`config.mk`:
```
export PLATFORM = sky130hd
export DESIGN_NAME = dwt_wr_dma
export DESIGN_NICKNAME = d
export VERILOG_FILES = /design/src/rtl/dwt_dma_pkg.sv /design/src/rtl/dwt_wr_dma.sv
export SDC_FILE = /design/constraint.sdc
export NUM_CORES = 1
export LEC_CHECK = 0
export CAP_MARGIN = 10
export CORE_ASPECT_RATIO = 2
export CORE_MARGIN = 4
export CORE_UTILIZATION = 33
export DETAILED_ROUTE_END_ITERATION = 8
export PLACE_DENSITY = 0.81
export SLEW_MARGIN = 20
export SYNTH_ARGS = -nofsm -noshare
export SYNTH_HDL_FRONTEND = slang
export SYNTH_SLANG_ARGS = --single-unit
```
`constraint.sdc`:
```
create_clock -name m_axi_aclk -period 2.42 [get_ports m_axi_aclk]
set_clock_uncertainty 0.15 [all_clocks]
set_input_delay 0.484 -clock m_axi_aclk [delete_from_list [all_inputs] [get_ports m_axi_aclk]]
set_output_delay 0.484 -clock m_axi_aclk [all_outputs]
set_load 0.02 [all_outputs]
```
`src/rtl/dwt_dma_pkg.sv`:
```
// ---------------------------------------------------------------------------
// dwt_dma_pkg
// Shared definitions for the DWT read and write DMA engines.
//   - AXI burst / response / cache encodings
//   - DMA control FSM state enum
//   - awlen_width(): width of AxLEN for the selected AXI protocol
//     (0 = AXI4, 8-bit AxLEN; 1 = AXI3, 4-bit AxLEN)
// ---------------------------------------------------------------------------
package dwt_dma_pkg;

   localparam logic [1:0] AXI_BURST_INCR = 2'b01;
   localparam logic [1:0] AXI_RESP_OKAY  = 2'b00;

   // Bufferable + modifiable: lets the interconnect merge/split writes to DDR.
   localparam logic [3:0] AXI_CACHE_BUF_MOD = 4'b0011;

   typedef enum logic [1:0] {
      ST_IDLE,
      ST_AW,
      ST_W,
      ST_B
   } dma_state_t;

   // AXI3 limits a burst to 16 beats, AXI4 to 256.
   function automatic int awlen_width(input int protocol);
      return (protocol == 1) ? 4 : 8;
   endfunction

endpackage

```
`src/rtl/dwt_wr_dma.sv`:
```
// ---------------------------------------------------------------------------
// dwt_wr_dma
// Single-burst AXI write master. Takes one command (address, beat count,
// beat size), forwards that many words from a valid/ready stream onto the
// AXI W channel as a single INCR burst, then collects the B response.
//
// Ports
//   m_axi_aclk, m_axi_areset        clock, async active-high reset
//   cmd_valid/cmd_ready             command handshake (ready only when idle)
//   cmd_addr, cmd_len, cmd_size     burst start address, beats-1, AxSIZE
//   s_data, s_valid, s_ready        input stream
//   m_dst_axi_aw*                   AXI write address channel
//   m_dst_axi_w*                    AXI write data channel
//   m_dst_axi_b*                    AXI write response channel
//   busy                            any state other than idle
//   done                            one-cycle pulse when the response is taken
//   err                             sticky non-OKAY response flag, cleared by
//                                   the next accepted command
// ---------------------------------------------------------------------------
module dwt_wr_dma
   import dwt_dma_pkg::*;
#(
   parameter int DMA_DATA_WIDTH_DST   = 64,
   parameter int DMA_AXI_PROTOCOL_DST = 0,
   parameter int DMA_AXI_ADDR_WIDTH   = 32,
   parameter int C_M_AXI_ID_WIDTH     = 1
) (
   input  logic                                          m_axi_aclk,
   input  logic                                          m_axi_areset,

   input  logic                                          cmd_valid,
   output logic                                          cmd_ready,
   input  logic [DMA_AXI_ADDR_WIDTH-1:0]                 cmd_addr,
   input  logic [7:0]                                    cmd_len,
   input  logic [2:0]                                    cmd_size,

   input  logic [DMA_DATA_WIDTH_DST-1:0]                 s_data,
   input  logic                                          s_valid,
   output logic                                          s_ready,

   output logic [C_M_AXI_ID_WIDTH-1:0]                   m_dst_axi_awid,
   output logic [DMA_AXI_ADDR_WIDTH-1:0]                 m_dst_axi_awaddr,
   output logic [awlen_width(DMA_AXI_PROTOCOL_DST)-1:0]  m_dst_axi_awlen,
   output logic [2:0]                                    m_dst_axi_awsize,
   output logic [1:0]                                    m_dst_axi_awburst,
   output logic                                          m_dst_axi_awlock,
   output logic [3:0]                                    m_dst_axi_awcache,
   output logic [2:0]                                    m_dst_axi_awprot,
   output logic [3:0]                                    m_dst_axi_awqos,
   output logic                                          m_dst_axi_awvalid,
   input  logic                                          m_dst_axi_awready,

   output logic [DMA_DATA_WIDTH_DST-1:0]                 m_dst_axi_wdata,
   output logic [DMA_DATA_WIDTH_DST/8-1:0]               m_dst_axi_wstrb,
   output logic                                          m_dst_axi_wlast,
   output logic                                          m_dst_axi_wvalid,
   input  logic                                          m_dst_axi_wready,

   input  logic [C_M_AXI_ID_WIDTH-1:0]                   m_dst_axi_bid,
   input  logic [1:0]                                    m_dst_axi_bresp,
   input  logic                                          m_dst_axi_bvalid,
   output logic                                          m_dst_axi_bready,

   output logic                                          busy,
   output logic                                          done,
   output logic                                          err
);

   localparam int LEN_W = awlen_width(DMA_AXI_PROTOCOL_DST);

   dma_state_t                    state;
   logic [DMA_AXI_ADDR_WIDTH-1:0] addr_q;
   logic [LEN_W-1:0]              len_q;
   logic [2:0]                    size_q;
   logic [LEN_W-1:0]              beat_cnt;
   logic                          awvalid_q;
   logic                          bready_q;
   logic                          done_q;
   logic                          err_q;
   logic                          in_w;
   logic                          last_beat;
   logic                          unused_bits;

   // Control FSM. The command is captured on accept and the AW fields are
   // served from those registers, so they stay stable while awvalid waits
   // for awready. The beat counter only advances on real W handshakes and is
   // compared against the registered length to mark the final beat. done and
   // bready are registered so they line up exactly with the state they
   // belong to (done high in the first idle cycle, bready from the first
   // response cycle). For AXI3 only the low nibble of cmd_len is kept.
   always_ff @(posedge m_axi_aclk or posedge m_axi_areset) begin
      if (m_axi_areset) begin
         state     <= ST_IDLE;
         addr_q    <= '0;
         len_q     <= '0;
         size_q    <= '0;
         beat_cnt  <= '0;
         awvalid_q <= 1'b0;
         bready_q  <= 1'b0;
         done_q    <= 1'b0;
         err_q     <= 1'b0;
      end else begin
         done_q <= 1'b0;
         case (state)
            ST_IDLE: begin
               if (cmd_valid) begin
                  state     <= ST_AW;
                  addr_q    <= cmd_addr;
                  len_q     <= cmd_len[LEN_W-1:0];
                  size_q    <= cmd_size;
                  beat_cnt  <= '0;
                  awvalid_q <= 1'b1;
                  err_q     <= 1'b0;
               end
            end
            ST_AW: begin
               if (m_dst_axi_awready) begin
                  awvalid_q <= 1'b0;
                  state     <= ST_W;
               end
            end
            ST_W: begin
               if (s_valid && m_dst_axi_wready) begin
                  if (last_beat) begin
                     state    <= ST_B;
                     bready_q <= 1'b1;
                  end else begin
                     beat_cnt <= beat_cnt + 1'b1;
                  end
               end
            end
            ST_B: begin
               if (m_dst_axi_bvalid) begin
                  bready_q <= 1'b0;
                  done_q   <= 1'b1;
                  err_q    <= err_q | (m_dst_axi_bresp != AXI_RESP_OKAY);
                  state    <= ST_IDLE;
               end
            end
            default: state <= ST_IDLE;
         endcase
      end
   end

   // The W channel is a straight pass-through of the stream while in the
   // data phase, so no beat can leave before the address handshake and no
   // latency is added. Outside the data phase the stream is back-pressured.
   assign in_w      = (state == ST_W);
   assign last_beat = (beat_cnt == len_q);

   assign cmd_ready = (state == ST_IDLE);
   assign busy      = (state != ST_IDLE);
   assign done      = done_q;
   assign err       = err_q;

   assign s_ready          = in_w & m_dst_axi_wready;
   assign m_dst_axi_wvalid = in_w & s_valid;
   assign m_dst_axi_wdata  = s_data;
   assign m_dst_axi_wlast  = in_w & last_beat;
   assign m_dst_axi_wstrb  = '1;

   assign m_dst_axi_awid    = '0;
   assign m_dst_axi_awaddr  = addr_q;
   assign m_dst_axi_awlen   = len_q;
   assign m_dst_axi_awsize  = size_q;
   assign m_dst_axi_awburst = AXI_BURST_INCR;
   assign m_dst_axi_awlock  = 1'b0;
   assign m_dst_axi_awcache = AXI_CACHE_BUF_MOD;
   assign m_dst_axi_awprot  = 3'b000;
   assign m_dst_axi_awqos   = 4'b0000;
   assign m_dst_axi_awvalid = awvalid_q;
   assign m_dst_axi_bready  = bready_q;

   // Single outstanding burst, so the response ID carries no information;
   // upper cmd_len bits are meaningless under AXI3.
   assign unused_bits = ^{m_dst_axi_bid, cmd_len};

endmodule

```
# --- Word level (Yosys, flattened, before mapping) ---
# Index checks and enable logic that the tools add are counted.
classes:
  reduce_logical: 14
  mux: 22
  bitwise: 4
  eq_ne: 10
  addsub: 1
ops:
  columns: ["cell", "count"]
  rows:
  - ["$mux W8", 3]
  - ["$pmux W8 S2", 1]
  - ["$reduce_bool A2 Y1", 6]
  - ["$mux W2", 5]
  - ["$mux W1", 9]
  - ["$add A8 B1 Y8 const B", 1]
  - ["$eq A8 B8 Y1", 1]
  - ["$ne A2 B2 Y1 const B", 4]
  - ["$pmux W2 S4", 1]
  - ["$reduce_and A4 Y1", 2]
  - ["$pmux W1 S2", 3]
  - ["$reduce_and A3 Y1", 2]
  - ["$reduce_and A5 Y1", 1]
  - ["$eq A2 B2 Y1 const B", 2]
  - ["$ne A2 B1 Y1 const B", 2]
  - ["$and A1 B1 Y1", 3]
  - ["$eq A2 B1 Y1 const B", 1]
  - ["$logic_not A2 Y1", 1]
  - ["$reduce_and A2 Y1", 1]
  - ["$logic_and A1 B1 Y1", 1]
  - ["$or A1 B1 Y1", 1]
totals:
  wordCells: 60
  in_bits: 117
  reg_bits: 57

# --- Longest topological paths before layout ---
# Gate-level depths: netlist of run 1.
depth:
  depth_word: 4
  ltp_mapped: 7
  depth_no_buf: 7

# --- Worst setup path after synthesis of run 1 ---
# OpenSTA, ideal clock, no wires.
synth_path:
  path_type: "reg2out"
  startpoint: "reg state[0]"
  endpoint: "out m_dst_axi_wvalid"
  path_stages_with_launch: 6
  arrival_ns: 1.485
  slack_ns: 0.301
  required_ns: 1.786
  n_path_buf: 2
  path_cell_list: "dfrtp_1 > inv_1 > ha_1 > clkbuf_1 > clkbuf_1 > and2_1"
synth_via:
  elab_chain_cells: 2
synth_rtl:
  columns: ["item", "line", "source"]
  rows:
  - ["start: declaration", "dwt_wr_dma.sv:71", "dma_state_t state;"]
  - ["start signal: assignment", "dwt_wr_dma.sv:93", "state <= ST_IDLE;"]
  - ["start signal: assignment", "dwt_wr_dma.sv:107", "state <= ST_AW;"]
  - ["start signal: assignment", "dwt_wr_dma.sv:119", "state <= ST_W;"]
  - ["$eq A2 B2 Y1", "dwt_wr_dma.sv:148", "assign in_w = (state == ST_W);"]
  - ["$and A1 B1 Y1", "dwt_wr_dma.sv:157", "assign m_dst_axi_wvalid = in_w & s_valid;"]
  - ["end: declaration", "dwt_wr_dma.sv:56", "output logic m_dst_axi_wvalid,"]
# No other way between the ends.

# --- Worst setup path in the final report of run 1 ---
layout_path:
  startpoint: "reg state[0]"
  endpoint: "reg state[1]"
layout_via:
  elab_chain_cells: 3
layout_rtl:
  columns: ["item", "line", "source"]
  rows:
  - ["$eq A2 B2 Y1 (tied with other cells)", "dwt_wr_dma.sv:104", "case (state)"]
  - ["$ne A2 B1 Y1 (no source line) or $ne A2 B2 Y1 (tied branches)", null, null]
  - ["$reduce_and A5 Y1 (no source line)", null, null]
# Parallel ways exist; a longest one is shown, timed or not.
# A chain may end at the register's enable or synchronous reset.

==> metrics, run 1 <==
total iterations of the first detailed-routing run=4; GRT Total Usage=14.60%; crit-path leading delay family=compound AO/OA/AOI/OAI gates; final instance area=4249 sq um; worst flop-to-flop path endpoint=state[1]; Row Count=50; DP Worst Slack=71.52 ps; vias in the first global route=2485; Synth Area in XOR/XNOR=2.180%; maximum buffer depth of the clock tree=2; Lkg Pwr=1.847 nW; Synth Cell Area=3214 sq um; crit-path max cell delay=400 ps; cts bufs inserted=9; H-tree Lvls=3; Routed Wire Length=8019 um; Fmax=450.0 MHz; WHS=348.4 ps; Antenna Cells=0; area taken by multi-input logic gates=1162 sq um; worst r2r src=state[0]; largest net degree at the start of global routing=58; Worst VDD drop=565.7 uV; final setup violation count=0; status=complete, no violations; syn_area_per_cell=11.24 sq um; Die W=77.79 um; Non-Filler Instances=479; Die Ht=147.6 um; TritonCTS clock tree=done; Via density=4.612; max-slew violations=0; Storage cell area=1426 sq um; Hold EP=err; Hold Buf Count CTS=0; Crit Path Max Fanout=7; Die ar.=11480 sq um; FFs w/ async S/R, synth=100.0%; kind of critical path=reg -> reg; first-pass GRT wire length=12780 um; final net count=467; Fill cells=894; worst min path class=reg -> reg; Yosys reg bits=57; Critical Path Slowest Stage Cell=dfrtp_1; period utilisation layout=91.82%; Area growth, synth to finish=32.19%; Post-synth top flop=dfrtp_1; CP Capture Type=flop; io pins=256; Post-Synth Simple-Gate Area=7.007%; remaining antenna violation count after routing=0; Initial Util=34.03%; Setup TNS=0 ps; dominant combinational cell family by area after synthesis=buffers and inverters; synth unique cells=41; Crit path buffers/inverters=1; EDFF count, synth=0; Avg WL per Cell=16.74 um; number of remaining DRC errors=0; GRT Residual Overflow=0; root buffer cell=clkbuf_16; post_cts resized=6; layout cells sized above 1=25.21%; cells on worst reg2reg path=7; DR iter-0 viols=32; placed cell area=3968 sq um; warnings from Yosys=0; Sink Count=57; gpl congestion=0.7810; Final Critical Period=2222 ps; hpwl dp=6390 um; complex-gate fraction of the synthesized area=5.683%; Post-CTS Setup Bufs=0; CP arrival=2260 ps; Post-Synth Adder-Cell Area=2.336%; worst path required time=2460 ps; R2R Setup Slk=200 ps; endpoints failing hold=0; Hold Crit Start=err; Core Box Area=9447 sq um; Port Buffers=103; via count=2209; clk_lat worst skew=320 ps; pwr/cell area=1345 nW/um^2; Max-Cap Viols=0; placed insts=463; mux share of post-synthesis cell area=16.12%; worst-path cell chain=inv_1 -> ha_1 -> nor2b_1 -> a21oi_1 -> o221ai_1 -> a21oi_2 -> mux2_1; WHS Path Cells=2; initial antenna violation count=0; post-synthesis sequential area ratio=44.38%; Clock transition at path regs=50 ps; worst setup margin=197.9 ps; RSZ-0062 raised after global routing=false; Final Util=44.98%; crit start category=flop; Tot Pwr=5.717 mW; Mapped Cells=286
## synthesized netlist by cell type, types with 2 or more instances
| cell | count | area share, % |
|---|---|---|
| a21oi_1 | 2 | 0.31 |
| a22o_1 | 2 | 0.55 |
| a31oi_1 | 2 | 0.39 |
| a41oi_1 | 2 | 0.55 |
| and2_1 | 2 | 0.39 |
| and3_1 | 2 | 0.39 |
| buf_2 | 3 | 0.47 |
| buf_4 | 87 | 20 |
| clkbuf_1 | 3 | 0.35 |
| conb_1 | 2 | 0.23 |
| dfrtp_1 | 57 | 44 |
| ha_1 | 6 | 2.3 |
| inv_1 | 8 | 0.93 |
| mux2_2 | 45 | 16 |
| nand2_1 | 13 | 1.5 |
| nand3_1 | 6 | 0.93 |
| nand4_2 | 2 | 0.78 |
| nor2_1 | 3 | 0.35 |
| nor3_1 | 3 | 0.47 |
| o211ai_1 | 2 | 0.47 |
| o21ai_0 | 7 | 1.1 |
| xnor2_1 | 8 | 2.2 |
## registers in the layout (all words and copies together) (netlist names)
register,flops
beat_cnt,8
done,1
err,1
m_dst_axi_awaddr,32
m_dst_axi_awlen,8
m_dst_axi_awsize,3
m_dst_axi_awvalid,1
m_dst_axi_bready,1
state,2
## tightest hold or removal path: cells and delay by family (launching register included)
| kind | cells | cell delay, ps |
|---|---|---|
| flops | 1 | 330 |
| compound gates | 2 | 130 |
## cell type report
cell class / instances / share of cell area (%)
Inverter: 8 / 0.7067
Timing Repair Buffer: 119 / 27.74
Multi-Input combinational cell: 149 / 27.36
Sequential cell: 57 / 33.57
Clock inverter: 5 / 1.325
Clock buffer: 11 / 5.477
Tap cell: 130 / 3.828
## power breakdown
group | switching [mW] | total, mW | internal, mW
Sequential | 0.285 | 1.69 | 1.40
Combinational | 1.34 | 2.82 | 1.47
Clock | 0.418 | 1.21 | 0.793
## layer usage
| layer | up-vias | global-route usage (%) | wire length [um] |
|---|---|---|---|
| li1 | 975 | - | - |
| met1 | 1047 | 10.95 | 2156 |
| met2 | 131 | 27.19 | 4477 |
| met3 | 56 | 6.402 | 815 |
| met4 | 0 | 11.76 | 569 |
| met5 | - | 0 | 0 |
## cells by family after synthesis
| logic type | Yosys count |
|---|---|
| multiplexers | 46 |
| flip-flops | 57 |
| other | 2 |
| adder cells (fa/ha/maj) | 6 |
| AO/OA/AOI/OAI | 25 |
| XOR/XNOR | 8 |
| AND/OR/NAND/NOR | 41 |
| buffers and inverters | 101 |
## placed cells by master (no fill, tap or decap), drive strengths merged, types with 2 or more instances in the layout
cell type,instances
a31oi,2
a41oi,2
ha,6
nand2,13
clkdlybuf4s50,98
o211ai,2
a22o,2
o21ai,7
conb,23
nor3,3
and2,3
nand3,6
dlygate4sd2,4
nor2,4
dfrtp,57
mux2,46
buf,16
a21oi,3
clkbuf,12
or2,2
xnor2,8
nand4,3
clkinv,3
inv,8
and3,2
## worst max path at each step
stage / slack, ps / cells after the start / start / to
finish: 200 / 7 / state[0] / state[1]
global route: 120 / 7 / state[1] / state[1]
CTS: 10 / 5 / m_dst_axi_awlen[6] / m_dst_axi_wlast
detailed placement: 70 / 3 / m_dst_axi_wready / s_ready
global placement: 90 / 3 / s_valid / m_dst_axi_wvalid
floorplan: 300 / 5 / state[0] / m_dst_axi_wvalid
Note: power is estimated with default switching activity, not from simulation.
==> run 2: changes to the inputs <==
--- a/config.mk
+++ b/config.mk
@@ -5,11 +5,13 @@
 export SDC_FILE = /design/constraint.sdc
 export NUM_CORES = 1
 export LEC_CHECK = 0
+export ABC_CLOCK_PERIOD_IN_PS = 2420
 export CAP_MARGIN = 10
 export CORE_ASPECT_RATIO = 2
 export CORE_MARGIN = 4
 export CORE_UTILIZATION = 33
 export DETAILED_ROUTE_END_ITERATION = 8
+export MAX_ROUTING_LAYER = met4
 export PLACE_DENSITY = 0.81
 export SLEW_MARGIN = 20
 export SYNTH_ARGS = -nofsm -noshare
==> metrics, run 2 (same netlist as run 1, synthesis figures left out) <==
status=complete, no violations; GRT Residual Overflow=0 (unchanged); period utilisation layout=91.29% (-0.53 points); kind of critical path=reg -> reg; Antenna Cells=0 (unchanged); total iterations of the first detailed-routing run=4 (unchanged); Critical Path Slowest Stage Cell=dfrtp_1; Crit Path Max Fanout=7 (unchanged); crit start category=flop; RSZ-0062 raised after global routing=false; Max-Cap Viols=0 (unchanged); maximum buffer depth of the clock tree=2 (unchanged); GRT Total Usage=15.04% (+0.43 points); Setup crit end=state[1]; max-slew violations=0 (unchanged); Final Critical Period=2209 ps (-12.90 ps); H-tree Lvls=3 (unchanged); Core Box Area=9447 sq um (unchanged); worst flop-to-flop path endpoint=state[1]; Crit path buffers/inverters=1 (unchanged); R2R Setup Slk=210 ps (about the same); Area growth, synth to finish=32.19% (unchanged); DR iter-0 viols=46 (+44%); Routed Wire Length=8039 um (+0.25%); remaining antenna violation count after routing=0 (unchanged); initial antenna violation count=0 (unchanged); Lkg Pwr=1.847 nW (unchanged); Sink Count=57 (unchanged); Die Ht=147.6 um (unchanged); most common cell after layout, fill and taps aside=clkdlybuf4s50_1; max FFs per register=32 (unchanged); Fill cells=894 (unchanged); CP Capture Type=flop; Row Count=50 (unchanged); cells on worst reg2reg path=7 (unchanged); largest net degree at the start of global routing=58 (unchanged); Post-CTS Setup Bufs=0 (unchanged); placed insts=463 (unchanged); pwr/cell area=1346 nW/um^2 (about the same); Fmax=452.6 MHz (+0.58%); final net count=467 (unchanged); clk_lat worst skew=320 ps (about the same); crit-path leading delay family=compound AO/OA/AOI/OAI gates; worst path required time=2460 ps (about the same); Avg WL per Cell=16.78 um (+0.25%); final setup violation count=0 (unchanged); root buffer cell=clkbuf_16; Clock transition at path regs=50 ps (about the same); worst min path class=reg -> reg; Setup TNS=0 ps (unchanged); highest metal used=met4; met3 routed WL=805 um (-1.2%); Worst VDD drop=564.2 uV (-0.27%); most frequent cells in the layout=clkdlybuf4s50_1, dfrtp_1, mux2_2; worst-path cell chain=inv_1 -> ha_1 -> nor2b_1 -> a21oi_1 -> o221ai_1 -> a21oi_2 -> mux2_1; crit path launch=state[0]; via count=2225 (+0.72%); io pins=256 (unchanged); WHS Path Cells=2 (unchanged); layout cells sized above 1=25.21% (unchanged); CP arrival=2250 ps (about the same); Critical Path Stages=7 (unchanged); number of remaining DRC errors=0 (unchanged); TritonCTS clock tree=done; Non-Filler Instances=479 (unchanged); worst r2r src=state[0]; endpoints failing hold=0 (unchanged); Via density=4.645 (+0.72%); hpwl dp=6390 um (unchanged); Die W=77.79 um (unchanged); first-pass GRT wire length=12810 um (+0.27%); Final Util=44.98% (unchanged); Die ar.=11480 sq um (unchanged); Initial Util=34.03% (unchanged); cts bufs inserted=9 (unchanged); gpl congestion=0.7918 (+1.4%); crit-path max cell delay=400 ps (about the same); WL met1=2199 um (+2.0%); routed wl met2=4451 um (-0.58%); Port Buffers=103 (unchanged); vias in the first global route=2476 (-0.36%)
-- run 2: power breakdown --
part | switching (mW) | total (mW) | internal (mW)
registers | 0.286 | 1.69 | 1.40
logic | 1.34 | 2.82 | 1.47
clock network | 0.420 | 1.21 | 0.793
-- run 2: per-stage QoR --
| step | instance area, sq um | total power [mW] | setup slack, ps | hold slack (ps) |
|---|---|---|---|---|
| final | 4249 | 5.718 | 210.8 | 348.4 |
| after global routing | 4249 | 6.072 | 115.3 | 372.6 |
| after CTS | 4253 | 5.807 | 10.15 | 352.1 |
| after detailed placement | 3968 | 4.577 | 71.52 | 341.6 |
| after global placement | 3968 | 4.460 | 86.54 | 335.1 |
| after floorplan | 3293 | 3.390 | 301.0 | 361.6 |
-- run 2: final cells by class --
cell class	count	area [sq um]	area share, %
sequential	57	1426	33.57
timing repair buffer	119	1179	27.74
multi-input combinational	149	1162	27.36
clock buffer	11	232.7	5.477
tap	130	162.7	3.828
clock inverter	5	56.30	1.325
inverter	8	30.03	0.7067
-- run 2: worst min path at each step --
stage | from | endpoint
floorplan | state[1] | state[1]
global placement | m_dst_axi_awaddr[25] | m_dst_axi_awaddr[25]
detailed placement | m_dst_axi_awaddr[24] | m_dst_axi_awaddr[24]
CTS | m_dst_axi_awaddr[24] | m_dst_axi_awaddr[24]
global route | m_dst_axi_awaddr[22] | m_dst_axi_awaddr[22]
finish | err | err
-- run 2: worst reg2reg max path, stage by stage (launching register included) --
cell      delay (ps)
dfrtp_1          400
inv_1            100
ha_1             300
nor2b_1          180
a21oi_1          210
o221ai_1         210
a21oi_2          200
mux2_1           340
-- run 2: repair_timing --
action                     4_1_cts  5_1_grt
hold endpoints to repair         0        0
setup endpoints to repair        5        1
gates resized for setup          6        2
hold buffers                     0        0
gates cloned                     0        0
-- run 2: routing by layer --
metal	vias to the layer above	global-route usage [%]
li1	976	-
met1	1051	11.30
met2	138	26.98
met3	60	6.220
met4	0	11.76
met5	-	-
==> run 3: changes to the inputs <==
--- a/config.mk
+++ b/config.mk
@@ -12,7 +12,8 @@
 export CORE_UTILIZATION = 33
 export DETAILED_ROUTE_END_ITERATION = 8
 export MAX_ROUTING_LAYER = met4
-export PLACE_DENSITY = 0.81
+export PLACE_DENSITY = 0.83
+export SKIP_LAST_GASP = 1
 export SLEW_MARGIN = 20
 export SYNTH_ARGS = -nofsm -noshare
 export SYNTH_HDL_FRONTEND = slang
==> metrics, run 3 (same netlist as run 1, synthesis figures left out) <==
status=complete, no violations; CP Capture Type=primary output; crit path launch=beat_cnt[3]; largest net degree at the start of global routing=58 (unchanged); CP arrival=1660 ps (-590 ps); Fill cells=887 (-0.78%); Hold Buf Count CTS=0 (unchanged); Die ar.=11480 sq um (unchanged); Via density=4.546 (-2.1%); DR iter-0 viols=64 (+39%); Clock transition at path regs=50 ps (about the same); Area growth, synth to finish=30.60%; max FFs per register=32 (unchanged); Setup TNS=0 ps (unchanged); TritonCTS clock tree=done; Sink Count=57 (unchanged); io pins=256 (unchanged); total iterations of the first detailed-routing run=4 (unchanged); RSZ-0062 raised after global routing=false; Hold Crit Start=m_dst_axi_awaddr[25]; remaining antenna violation count after routing=0 (unchanged); vias in the first global route=2252 (-9.0%); placed insts=458 (-1.1%); Die Ht=147.6 um (unchanged); Worst VDD drop=559.2 uV (-0.89%); gpl congestion=0.7594 (-4.1%); most common cell after layout, fill and taps aside=clkdlybuf4s50_1; final setup violation count=0 (unchanged); number of remaining DRC errors=0 (unchanged); crit start category=flop; clk_lat worst skew=320 ps (about the same); Post-CTS Setup Bufs=0 (unchanged); pwr/cell area=1344 nW/um^2 (-0.12%); Avg WL per Cell=17.66 um (+5.3%); Die W=77.79 um (unchanged); Non-Filler Instances=474 (-1.0%); period utilisation layout=94.87% (+3.6 points); final net count=462 (-1.1%); Routed Wire Length=8373 um (+4.2%); Tot Pwr=5.642 mW (-1.3%); worst path required time=1790 ps (-670 ps); Antenna Cells=0 (unchanged); worst min path class=reg -> reg; final instance area=4198 sq um (-1.2%); Fmax=435.6 MHz (-3.8%); GRT Residual Overflow=0 (unchanged); Port Buffers=103 (unchanged); worst r2r src=state[0]; root buffer cell=clkbuf_16; Row Count=50 (unchanged); layout cells sized above 1=24.42% (-0.80 points); initial antenna violation count=0 (unchanged); Lkg Pwr=1.804 nW (-2.3%); hpwl dp=6646 um (+4.0%); worst setup margin=124.2 ps (-86.55 ps); Crit Path Max Fanout=5 (-2); Max-Cap Viols=0 (unchanged); most frequent cells in the layout=clkdlybuf4s50_1, dfrtp_1, mux2_2; via count=2155 (-3.1%); DP Worst Slack=65.19 ps (-6.322 ps); endpoints failing hold=0 (unchanged); H-tree Lvls=3 (unchanged); maximum buffer depth of the clock tree=2 (unchanged); first-pass GRT wire length=12520 um (-2.3%); Final Critical Period=2296 ps (+86.55 ps); kind of critical path=reg -> out; GRT Total Usage=14.98% (-0.055 points); Core Box Area=9447 sq um (unchanged); placed cell area=3918 sq um (-1.3%); max-slew violations=0 (unchanged); cts bufs inserted=9 (unchanged); Initial Util=34.03% (unchanged)
==> run 3: cell count changes in the layout (fill, tap and decap cells not counted), sizes merged <==
cell,before,now
buf,16,11
clkinv,3,2
clkinvlp,1,4
clkdlybuf4s15,0,1
bufinv,1,0
clkbuf,12,10
==> run 3: area by class of cell <==
| cell class | count | area [sq um] | share of cell area [%] |
|---|---|---|---|
| Sequential cell | 57 | 1426 | 33.98 |
| Multi-Input combinational cell | 149 | 1162 | 27.69 |
| Timing Repair Buffer | 114 | 1134 | 27.00 |
| Clock buffer | 10 | 239.0 | 5.693 |
| Tap cell | 130 | 162.7 | 3.875 |
| Clock inverter | 6 | 43.79 | 1.043 |
| Inverter | 8 | 30.03 | 0.7153 |
==> run 3: stage by stage <==
stage / hold WS (ps) / utilization (%)
CTS: 352.3 / 44.42
detailed placement: 341.1 / 41.47
global route: 372.4 / 44.44
global placement: 335.4 / 41.47
finish: 349.0 / 44.44
floorplan: 361.6 / -
==> run 3: worst paths after layout <==
| path | endpoint | slack, ps | cells past startpoint |
|---|---|---|---|
| setup reg to reg | state[1] | 230 | 7 |
| hold reg to reg | m_dst_axi_awaddr[25] | 350 | 1 |
| hold / removal | m_dst_axi_awaddr[25] | 350 | 1 |
| setup / recovery | m_dst_axi_wlast | 120 | 5 |
| max in group asynchronous | state[1] | 1480 | 3 |
| min in group asynchronous | m_dst_axi_awlen[4] | 400 | 3 |
==> run 3: metal layers <==
layer / track usage, % / vias to the layer above / part of all wire [%] / routed length (um)
met5: - / - / 0 / 0
met4: 12.21 / 0 / 7.4 / 621
met3: 7.622 / 65 / 13 / 1092
met2: 25.26 / 131 / 53 / 4397
met1: 11.61 / 996 / 27 / 2261
li1: - / 963 / - / -
==> run 3: critical path, stage by stage, from the launching register on <==
cell and delay, ps:
dfrtp_1 440, xnor2_1 190, nand4_2 150, nor2_2 120, and2_2 150, clkdlybuf4s15_1 290
==> run 3: power breakdown <==
group	switching [mW]	leakage (nW)	internal (mW)	total, mW
clock network	0.450	0.127	0.718	1.17
logic	1.35	0.989	1.44	2.79
registers	0.283	0.689	1.40	1.69
==> run 3: repair_timing <==
action	in CTS	in global routing
resized for setup	6	1
setup endpoints to repair	5	1
pin swaps	0	0
